File: config.mk
export PLATFORM = sky130hd
export DESIGN_NAME = core_pipe_lsu
export DESIGN_NICKNAME = d
export VERILOG_FILES = /design/src/rtl/core_lsu_defs.sv /design/src/rtl/core_lsu_extend.sv /design/src/rtl/core_pipe_lsu.sv
export SDC_FILE = /design/constraint.sdc
export NUM_CORES = 1
export LEC_CHECK = 0
export CAP_MARGIN = 20
export CORE_MARGIN = 2
export CORE_UTILIZATION = 31
export CTS_CLUSTER_DIAMETER = 50
export CTS_CLUSTER_SIZE = 10
export DETAILED_ROUTE_END_ITERATION = 7
export GPL_TIMING_DRIVEN = 0
export PLACE_DENSITY = 0.72
export SETUP_SLACK_MARGIN = 0.05
export SLEW_MARGIN = 20
export SYNTH_ARGS = -nofsm -noshare
export SYNTH_HDL_FRONTEND = slang
export SYNTH_SLANG_ARGS = --single-unit
File: constraint.sdc
create_clock -name clk -period 1.65 [get_ports clk]
set_input_delay 0.33 -clock clk [delete_from_list [all_inputs] [get_ports clk]]
set_output_delay 0.33 -clock clk [all_outputs]
set_load 0.03 [all_outputs]
File: src/rtl/core_lsu_defs.sv
// -----------------------------------------------------------------------------
// core_lsu_defs
// Shared definitions for the core load/store unit:
//   - RV32 load/store funct3 encodings (F3_B/H/W/BU/HU)
//   - memory-master access size encodings (SIZE_B/H/W)
//   - LSU FSM state encoding
//   - f3_size(): funct3 -> access size
// -----------------------------------------------------------------------------
package core_lsu_defs;

    localparam logic [2:0] F3_B  = 3'b000;
    localparam logic [2:0] F3_H  = 3'b001;
    localparam logic [2:0] F3_W  = 3'b010;
    localparam logic [2:0] F3_BU = 3'b100;
    localparam logic [2:0] F3_HU = 3'b101;

    localparam logic [1:0] SIZE_B = 2'b00;
    localparam logic [1:0] SIZE_H = 2'b01;
    localparam logic [1:0] SIZE_W = 2'b10;

    typedef enum logic [1:0] {
        ST_IDLE = 2'b00,
        ST_REQ  = 2'b01,
        ST_RESP = 2'b10
    } lsu_state_e;

    // Low two funct3 bits give the access width for every legal encoding;
    // the 2'b11 pattern is always illegal and is mapped to byte only so the
    // result stays a valid size code.
    function automatic logic [1:0] f3_size(input logic [2:0] f3);
        logic [1:0] sz;
        case (f3[1:0])
            2'b01:   sz = SIZE_H;
            2'b10:   sz = SIZE_W;
            default: sz = SIZE_B;
        endcase
        return sz;
    endfunction

endpackage

File: src/rtl/core_lsu_extend.sv
// -----------------------------------------------------------------------------
// core_lsu_extend
// Combinational load-data extender driven by RV32 funct3.
//   funct3 in : LB/LH sign-extend, LBU/LHU zero-extend, anything else passes
//               the raw value through unchanged (LW).
//   raw    in : right-justified data
//   ext    out: extended result
// Also used with the unsigned byte/half codes to mask store data.
// -----------------------------------------------------------------------------
module core_lsu_extend
    import core_lsu_defs::*;
#(
    parameter int XLEN = 32
) (
    input  logic [2:0]      funct3,
    input  logic [XLEN-1:0] raw,
    output logic [XLEN-1:0] ext
);

    always_comb begin
        ext = raw;
        case (funct3)
            F3_B:    ext = {{(XLEN-8){raw[7]}}, raw[7:0]};
            F3_H:    ext = {{(XLEN-16){raw[15]}}, raw[15:0]};
            F3_BU:   ext = {{(XLEN-8){1'b0}}, raw[7:0]};
            F3_HU:   ext = {{(XLEN-16){1'b0}}, raw[15:0]};
            default: ext = raw;
        endcase
    end

endmodule

File: src/rtl/core_pipe_lsu.sv
// -----------------------------------------------------------------------------
// core_pipe_lsu
// Load/store unit between the execute stage and mem_sram_axi_master.
// Accepts one request at a time, drives the master control port, waits for
// mem_done, extends load data and hands the result to writeback.
//
// Ports:
//   clk, rst_n                 clock, asynchronous active-low reset
//   req_valid/req_ready        request handshake (ready only when idle)
//   req_wen, req_funct3        1=store / 0=load, RV32 funct3
//   req_addr, req_wdata        byte address, store data
//   req_rd                     load destination register
//   rsp_valid/rsp_ready        writeback handshake
//   rsp_data, rsp_rd           extended load data (0 for stores/errors), rd
//   rsp_we, rsp_err            register write enable, misaligned/illegal op
//   mem_en, mem_wen            master enable / write enable
//   mem_addr, mem_size         master address, size (00 B, 01 H, 10 W)
//   mem_din, mem_dout          store data out, load data in (right-justified)
//   mem_done                   single-cycle completion pulse from master
//
// Build option CORE_LSU_MISALIGN_CHECK_EN:
//   defined   - misaligned half/word accesses return rsp_err without touching
//               memory
//   undefined - address low bits are cleared to the access alignment and the
//               access proceeds; only illegal funct3 raises rsp_err
// -----------------------------------------------------------------------------
module core_pipe_lsu
    import core_lsu_defs::*;
#(
    parameter int XLEN = 32,
    parameter int RD_W = 5
) (
    input  logic            clk,
    input  logic            rst_n,
    input  logic            req_valid,
    output logic            req_ready,
    input  logic            req_wen,
    input  logic [2:0]      req_funct3,
    input  logic [XLEN-1:0] req_addr,
    input  logic [XLEN-1:0] req_wdata,
    input  logic [RD_W-1:0] req_rd,
    output logic            rsp_valid,
    input  logic            rsp_ready,
    output logic [XLEN-1:0] rsp_data,
    output logic [RD_W-1:0] rsp_rd,
    output logic            rsp_we,
    output logic            rsp_err,
    output logic            mem_en,
    output logic            mem_wen,
    output logic [XLEN-1:0] mem_addr,
    output logic [1:0]      mem_size,
    output logic [XLEN-1:0] mem_din,
    input  logic [XLEN-1:0] mem_dout,
    input  logic            mem_done
);

    lsu_state_e      state_q, state_d;
    logic            wen_q, wen_d;
    logic [XLEN-1:0] addr_q, addr_d;
    logic [1:0]      size_q, size_d;
    logic [XLEN-1:0] din_q, din_d;
    logic [RD_W-1:0] rd_q, rd_d;
    logic [2:0]      f3_q, f3_d;
    logic [XLEN-1:0] rsp_data_q, rsp_data_d;
    logic            rsp_we_q, rsp_we_d;
    logic            rsp_err_q, rsp_err_d;

    logic            legal_f3;
    logic            req_err;
    logic [1:0]      req_size;
    logic [XLEN-1:0] req_addr_eff;
    logic [2:0]      st_f3;
    logic [XLEN-1:0] st_din;
    logic [XLEN-1:0] ld_ext;

    // Store masking reuses the extender with the unsigned byte/half codes;
    // SW maps to 3'b110, which the extender passes through untouched.
    assign st_f3 = {1'b1, req_funct3[1:0]};

    core_lsu_extend #(.XLEN(XLEN)) u_st_mask (
        .funct3 (st_f3),
        .raw    (req_wdata),
        .ext    (st_din)
    );

    core_lsu_extend #(.XLEN(XLEN)) u_ld_ext (
        .funct3 (f3_q),
        .raw    (mem_dout),
        .ext    (ld_ext)
    );

    // Request decode: legality, size and (optionally) alignment.
    always_comb begin
        req_size = f3_size(req_funct3);
        if (req_wen) begin
            legal_f3 = (req_funct3 == F3_B) || (req_funct3 == F3_H) ||
                       (req_funct3 == F3_W);
        end else begin
            legal_f3 = (req_funct3 == F3_B)  || (req_funct3 == F3_H) ||
                       (req_funct3 == F3_W)  || (req_funct3 == F3_BU) ||
                       (req_funct3 == F3_HU);
        end
`ifdef CORE_LSU_MISALIGN_CHECK_EN
        req_addr_eff = req_addr;
        req_err = !legal_f3 ||
                  ((req_size == SIZE_H) && req_addr[0]) ||
                  ((req_size == SIZE_W) && (req_addr[1:0] != 2'b00));
`else
        req_addr_eff = req_addr;
        if (req_size == SIZE_H) begin
            req_addr_eff[0] = 1'b0;
        end else if (req_size == SIZE_W) begin
            req_addr_eff[1:0] = 2'b00;
        end
        req_err = !legal_f3;
`endif
    end

    // Next-state and register update logic.
    always_comb begin
        state_d    = state_q;
        wen_d      = wen_q;
        addr_d     = addr_q;
        size_d     = size_q;
        din_d      = din_q;
        rd_d       = rd_q;
        f3_d       = f3_q;
        rsp_data_d = rsp_data_q;
        rsp_we_d   = rsp_we_q;
        rsp_err_d  = rsp_err_q;

        case (state_q)
            ST_IDLE: begin
                if (req_valid) begin
                    rd_d = req_rd;
                    if (req_err) begin
                        // Errors bypass memory; the master port keeps its
                        // previous (inactive) values.
                        rsp_err_d  = 1'b1;
                        rsp_we_d   = 1'b0;
                        rsp_data_d = '0;
                        state_d    = ST_RESP;
                    end else begin
                        wen_d     = req_wen;
                        addr_d    = req_addr_eff;
                        size_d    = req_size;
                        din_d     = st_din;
                        f3_d      = req_funct3;
                        rsp_err_d = 1'b0;
                        state_d   = ST_REQ;
                    end
                end
            end
            ST_REQ: begin
                if (mem_done) begin
                    rsp_data_d = wen_q ? '0 : ld_ext;
                    rsp_we_d   = !wen_q;
                    rsp_err_d  = 1'b0;
                    state_d    = ST_RESP;
                end
            end
            ST_RESP: begin
                if (rsp_ready) begin
                    state_d = ST_IDLE;
                end
            end
            default: state_d = ST_IDLE;
        endcase
    end

    always_ff @(posedge clk or negedge rst_n) begin
        if (!rst_n) begin
            state_q    <= ST_IDLE;
            wen_q      <= 1'b0;
            addr_q     <= '0;
            size_q     <= SIZE_B;
            din_q      <= '0;
            rd_q       <= '0;
            f3_q       <= '0;
            rsp_data_q <= '0;
            rsp_we_q   <= 1'b0;
            rsp_err_q  <= 1'b0;
        end else begin
            state_q    <= state_d;
            wen_q      <= wen_d;
            addr_q     <= addr_d;
            size_q     <= size_d;
            din_q      <= din_d;
            rd_q       <= rd_d;
            f3_q       <= f3_d;
            rsp_data_q <= rsp_data_d;
            rsp_we_q   <= rsp_we_d;
            rsp_err_q  <= rsp_err_d;
        end
    end

    // Handshake and enable outputs decode straight from the state register,
    // so an asserted reset drops mem_en without waiting for a clock.
    assign req_ready = (state_q == ST_IDLE);
    assign rsp_valid = (state_q == ST_RESP);
    assign mem_en    = (state_q == ST_REQ);

    assign mem_wen  = wen_q;
    assign mem_addr = addr_q;
    assign mem_size = size_q;
    assign mem_din  = din_q;

    assign rsp_data = rsp_data_q;
    assign rsp_rd   = rd_q;
    assign rsp_we   = rsp_we_q;
    assign rsp_err  = rsp_err_q;

endmodule

### Word level (Yosys, flattened, before mapping)

Cells that the tools add are included.

| storage, ports and cells | value |
|---|---|
| logic and storage cells | 68 |
| output and inout port bits | 109 |
| register bits after elaboration | 111 |
| input bits | 110 |
| bits in latches | 0 |
| bits in writable memories | 0 |
| memory bits (read-only) | 0 |
| memories | 0 |

| cells by class | value |
|---|---|
| add/subtract/negate cells | 0 |
| shift-type cells | 0 |
| magnitude comparators | 0 |
| bitwise gates (word level) | 0 |
| $mul | 0 |
| divide/modulo/power cells | 0 |
| muxes and demuxes | 25 |
| eq/ne operators | 17 |
| reduce and logical (&&, ||, !) cells | 16 |

Operators with widths:

| kind | count |
|---|---|
| $mux W32 | 4 |
| $pmux W32 S4 | 1 |
| $pmux W32 S3 | 1 |
| $pmux W32 S2 | 1 |
| $eq A3 B3 Y1 const B | 4 |
| $mux W2 | 5 |
| $logic_not A3 Y1 | 3 |
| $mux W1 | 9 |
| $reduce_and A3 Y1 | 3 |
| $eq A2 B1 Y1 const B | 3 |
| $eq A2 B2 Y1 const B | 3 |
| $eq A3 B1 Y1 const B | 2 |
| $pmux W2 S3 | 1 |
| $logic_not A2 Y1 | 2 |
| $logic_or A1 B1 Y1 | 4 |
| $ne A2 B1 Y1 const B | 2 |
| $ne A2 B2 Y1 const B | 2 |
| $pmux W1 S2 | 2 |
| $pmux W2 S2 | 1 |
| $reduce_and A4 Y1 | 1 |
| $eq A3 B2 Y1 const B | 1 |
| $reduce_and A2 Y1 | 1 |
| $reduce_bool A2 Y1 | 1 |
| $logic_not A1 Y1 | 1 |

### Depth between registers and ports, before layout

Gate-level depths: netlist of the first run.

| logic depth | value |
|---|---|
| depth after elaboration | 9 |
| depth in mapped cells | 5 |

### Hierarchy

A second synthesis of the first run with hierarchy kept.

| second synthesis, totals | value |
|---|---|
| cell total of the unflattened synthesis | 387 |
| area total of the unflattened synthesis | 4,880.9 um^2 |

Modules (own cells, without submodules):

| module | instances | seq. area each (um^2) | area an instance (um^2) | cells an instance |
|---|---|---|---|---|
| core_pipe_lsu | 1 | 2,777.7 | 4,170.2 | 253 |
| core_lsu_extend | 2 | 0.0 | 355.3 | 67 |

### Worst setup path before layout of the first run

No wires, ideal clock.

| timing | value |
|---|---|
| path kind | flip-flop to flip-flop |
| from | register state_q[1] |
| to | register rsp_data_q[11], in the netlist rsp_data[11] |
| path slack | -303 ps |
| path buffers | 2 |
| stages on the path, launching flop included | 6 |
| data required time | 1,522 ps |
| arrival | 1,825 ps |
| cell sequence | dfrtp_1 buf_2 nor2_1 a311oi_4 buf_6 mux2_1 |

| on the way | value |
|---|---|
| word-level cells in the longest chain between the ends | 3 |
| elaborated cells between the ends (all ways) | 8 |
| classes of those cells | 4 x eq/ne; 1 x mux; 3 x reduce/logical |

RTL lines:

| element | line | source |
|---|---|---|
| from (decl) | core_pipe_lsu.sv:57 | `lsu_state_e state_q, state_d;` |
| from (signal assigned) | core_pipe_lsu.sv:184 | `state_q <= state_d;` |
| $logic_not A2 Y1 (*) | - |  |
| via req_ready | core_pipe_lsu.sv:36 | `output logic req_ready,` |
| $ne A2 B2 Y1 (no source line) or $reduce_bool A2 Y1 (tied branches) | - |  |
| $reduce_and A4 Y1 (no source line) | - |  |
| to (signal assigned) | core_pipe_lsu.sv:191 | `rsp_data_q <= rsp_data_d;` |
| to (decl) | core_pipe_lsu.sv:64 | `logic [XLEN-1:0] rsp_data_q, rsp_data_d;` |

Mark *: on every way through the listed nets, which the timed path passes. The rest lies on a longest branch.
A chain may end at the register's enable or synchronous reset.

### Worst setup path in the final report of the first run

| timing | value |
|---|---|
| from | register state_q[0] |
| to | register rsp_data_q[14], in the netlist rsp_data[14] |

| on the way | value |
|---|---|
| word-level cells in the longest chain between the ends | 3 |
| elaborated cells between the ends (all ways) | 8 |
| classes of those cells | 4 x eq/ne; 1 x mux; 3 x reduce/logical |

RTL lines:

| element | line | source |
|---|---|---|
| $eq A2 B1 Y1 or $logic_not A2 Y1 (tied branches) | core_pipe_lsu.sv:132 | `case (state_q)` |
| $ne A2 B1 Y1 (no source line) (tied with other cells) | - |  |
| $reduce_and A4 Y1 (no source line) | - |  |

Parallel ways exist; a longest one is shown, timed or not.

==> run_results.csv, run 1 <==
group,metric,value,unit
outcome,run_status,"completed",
global_routing,grt_util_all_layers,0.163,
cts,cts_root_buf,"clkbuf_16",
setup_path,criticalPathCategory,"reg -> reg",
sta,worst_pin_slew,0.520,ns
cts,cts_buffer_depth,2,
cts,cts_tree,"built",
drt,drt-total-wl,13.4,mm
sta,period_share,1.00,
final_layout,antenna_cells,0,
yosys,ys_ff_latch,111,
yosys,yosys_warnings,0,
flow_run,drv_cap,0,
setup_path,crit_start,"state_q[0]",
global_routing,first_global_vias,4140,
sta,maxSlewHeadroom,0.653,
yosys,yosysUniqueCellTypes,29,
yosys,synth_seq_area_share,0.567,
setup_path,crit_fanout,8,
sta,whs,0.436,ns
setup_path,end_kind,"flip-flop",
yosys,syn-num-nets,510,
global_routing,grt_max_degree,62,
drt,wl_per_cell,15.6,um
hold_path,hold_path_depth,2,
pwr,swShare,0.427,
pwr,internal_power,7.68,mW
drt,drt_iter0_drc,128,
pwr,power.total,13.4,mW
sta,setup_slack,0.000712,ns
final_layout,utilization,0.510,
pwr,power.share.sequential,0.328,
yosys,synth_area,0.00489,mm2
cts,htreeDepth,3,
yosys,synth-edff-count,0,
final_layout,area_growth,59.6,%
drt,drtPass1Iterations,4,
sta,finalHoldViolations,0,
pwr,leakagePower,3.79,nW
floorplan,chipWidth,130,um
sta,maxSlewViolCount,0,
floorplan,boundaryPins,219,
sta,finClkSkew,0.00468,ns
final_layout,drive_gt1_frac,0.194,
placement,hpwl,9.97,mm
setup_path,startpoint_type,"flip-flop",
placement,pre_cts_ws,-0.727,ns
hold_path,worstHoldStart,"req_funct3[2]",
pwr,p_comb_frac,0.515,
setup_path,cp.required,1.89,ns
yosys,synthCells,400,
drt,drc,0,
floorplan,start_util,0.320,
sta,setup_viol,0,
yosys,post-synth-top-count-cell,"dfrtp_1",
drt,routed-via-count,3857,
drt,ant_nets,0,
yosys,avgSynthCellArea,12.2,um2
yosys,synthTopCellsByCount,"dfrtp_1, mux2_2, inv_1",
sta,rsz0062_at_grt,"yes",
floorplan,die_area,0.0168,mm2
pwr,clkPwrFrac,0.158,
yosys,synth_top_area_cell,"dfrtp_1",
cts,numCtsBuffers,9,
global_routing,antenna_found_initial,0,
final_layout,fin_nets,750,
floorplan,core_area,0.0153,mm2
setup_path,reg2regPathDepth,6,
drt,routed_via_density,4.51,
sta,fin_crit,1.65,ns
setup_path,r2r-start,"state_q[0]",
floorplan,num_rows,45,
setup_path,crit_arrival,1.89,ns
cts,clock_latency,0.35,ns
placement,port_buffers,218,
global_routing,grt_overflow_total,0,
cts,clock-sinks,111,
pwr,p_sw,5.73,mW
yosys,ys_top_cells_by_area,"dfrtp_1, mux2_2, mux2i_1",
global_routing,grt_pass1_wl,21.2,mm
floorplan,fp.dieH,130,um
sta,max_freq,606,MHz
hold_path,min_path_type,"in -> reg",
pwr,power_density,1720,mW/mm2
yosys,synth-main-ff-cell,"dfrtp_1",
placement,gp_congestion,0.771,
yosys,synthArstFlopShare,1.00,
cts,cts.clk_slew.worst_paths,0.07,ns
pwr,worst_ir_drop_vdd,1.05,mV
yosys,yosysTopAreaCellShare,0.567,
## cells by family (layout without fill, tap and decap cells)
| family | count (synthesis) | in the layout | share of synthesized area |
|---|---|---|---|
| flops | 111 | 111 | 0.567 |
| mux | 109 | 109 | 0.238 |
| buf+inv | 77 | 322 | 0.0652 |
| simple gates | 64 | 64 | 0.0706 |
| compound gates | 39 | 39 | 0.0585 |
## worst paths after layout
| path | endpoint | slack [ns] |
|---|---|---|
| setup / recovery | rsp_data[14] | 0.0007 |
| hold / removal | f3_q[2] | 0.44 |
| setup reg to reg | rsp_data[14] | 0.0007 |
| hold reg to reg | mem_addr[1] | 0.49 |
| max in group asynchronous | mem_size[0] | 0.49 |
| min in group asynchronous | rsp_data[4] | 0.49 |
## critical path, stage by stage, from the launching register on
cell and delay (ns):
dfrtp_1 0.37, buf_6 0.14, mux2i_4 0.19, a311oi_4 0.21
buf_6 0.18, buf_12 0.13, mux2_4 0.30
## sequential cells by signal (all words and copies together), names as in the netlist
name and cells:
rsp_err 1, state_q 2, mem_addr 32, mem_wen 1, f3_q 3, rsp_we 1
mem_din 32, mem_size 2, rsp_rd 5, rsp_data 32
## timing repair
| item | CTS | global route |
|---|---|---|
| gates resized for setup | 164 | 13 |
| endpoints found under the setup margin | 213 | 101 |
| setup buffers | 10 | 1 |
| pin swaps | 4 | 0 |
| gates cloned | 0 | 0 |
| hold buffers | 1 | 0 |
| endpoints found under the hold margin | 50 | 0 |
## per-layer routing
metal / routed length, um / vias up / track usage
met4: 121 / 0 / 0.0405
met5: 0 / - / 0
met1: 5440 / 1869 / 0.186
li1: - / 1822 / -
met2: 6690 / 155 / 0.286
met3: 1100 / 11 / 0.0661
## power groups by stage
stage               Clock (mW)  Combinational (mW)  Sequential, mW
floorplan                    0                2.13            6.53
global placement             0                7.26            4.42
detailed placement           0                7.35            4.49
CTS                       2.20                6.93            4.41
global route              2.29                7.36            4.56
finish                    2.11                6.90            4.39
## stage by stage
stage / setup TNS [ns] / instances / cell area (um2)
global route: -0.503 / 856 / 7810
floorplan: 0 / 400 / 4930
finish: 0 / 856 / 7810
CTS: 0 / 857 / 7780
global placement: -499.68 / 829 / 7380
detailed placement: -67.25 / 830 / 7410
## cell type report
class                           count  area (um2)
Multi-Input combinational cell    212        1900
Tap cell                          211         264
Fill cell                        1397        7500
Sequential cell                   111        2780
Clock buffer                       12         256
Buffer                             25         211
Timing Repair Buffer              231        2180
Inverter                           50         188
Clock inverter                      4        28.8
## cells in the final DEF (no fill, tap or decap), types with 14 or more instances in the layout
cell type,instances
nand2_1,33
o2111ai_1,14
inv_1,50
clkdlybuf4s50_1,105
mux2_2,50
nand2b_1,18
buf_6,14
dlygate4sd2_1,108
dfrtp_1,111
mux2i_1,47
Power figures use the tool's default switching activity.
==> run 2, diff against run 1 <==
Settings changed: CTS_CLUSTER_SIZE 10 to 12.
==> results of run 2 <==
The final DEF is identical to that of run 1; final timing and power are the same.
==> run 3, diff against run 2 <==
Settings changed: CTS_CLUSTER_DIAMETER 50 to not set.
==> results of run 3 <==
The final DEF is identical to that of run 1; final timing and power are the same.
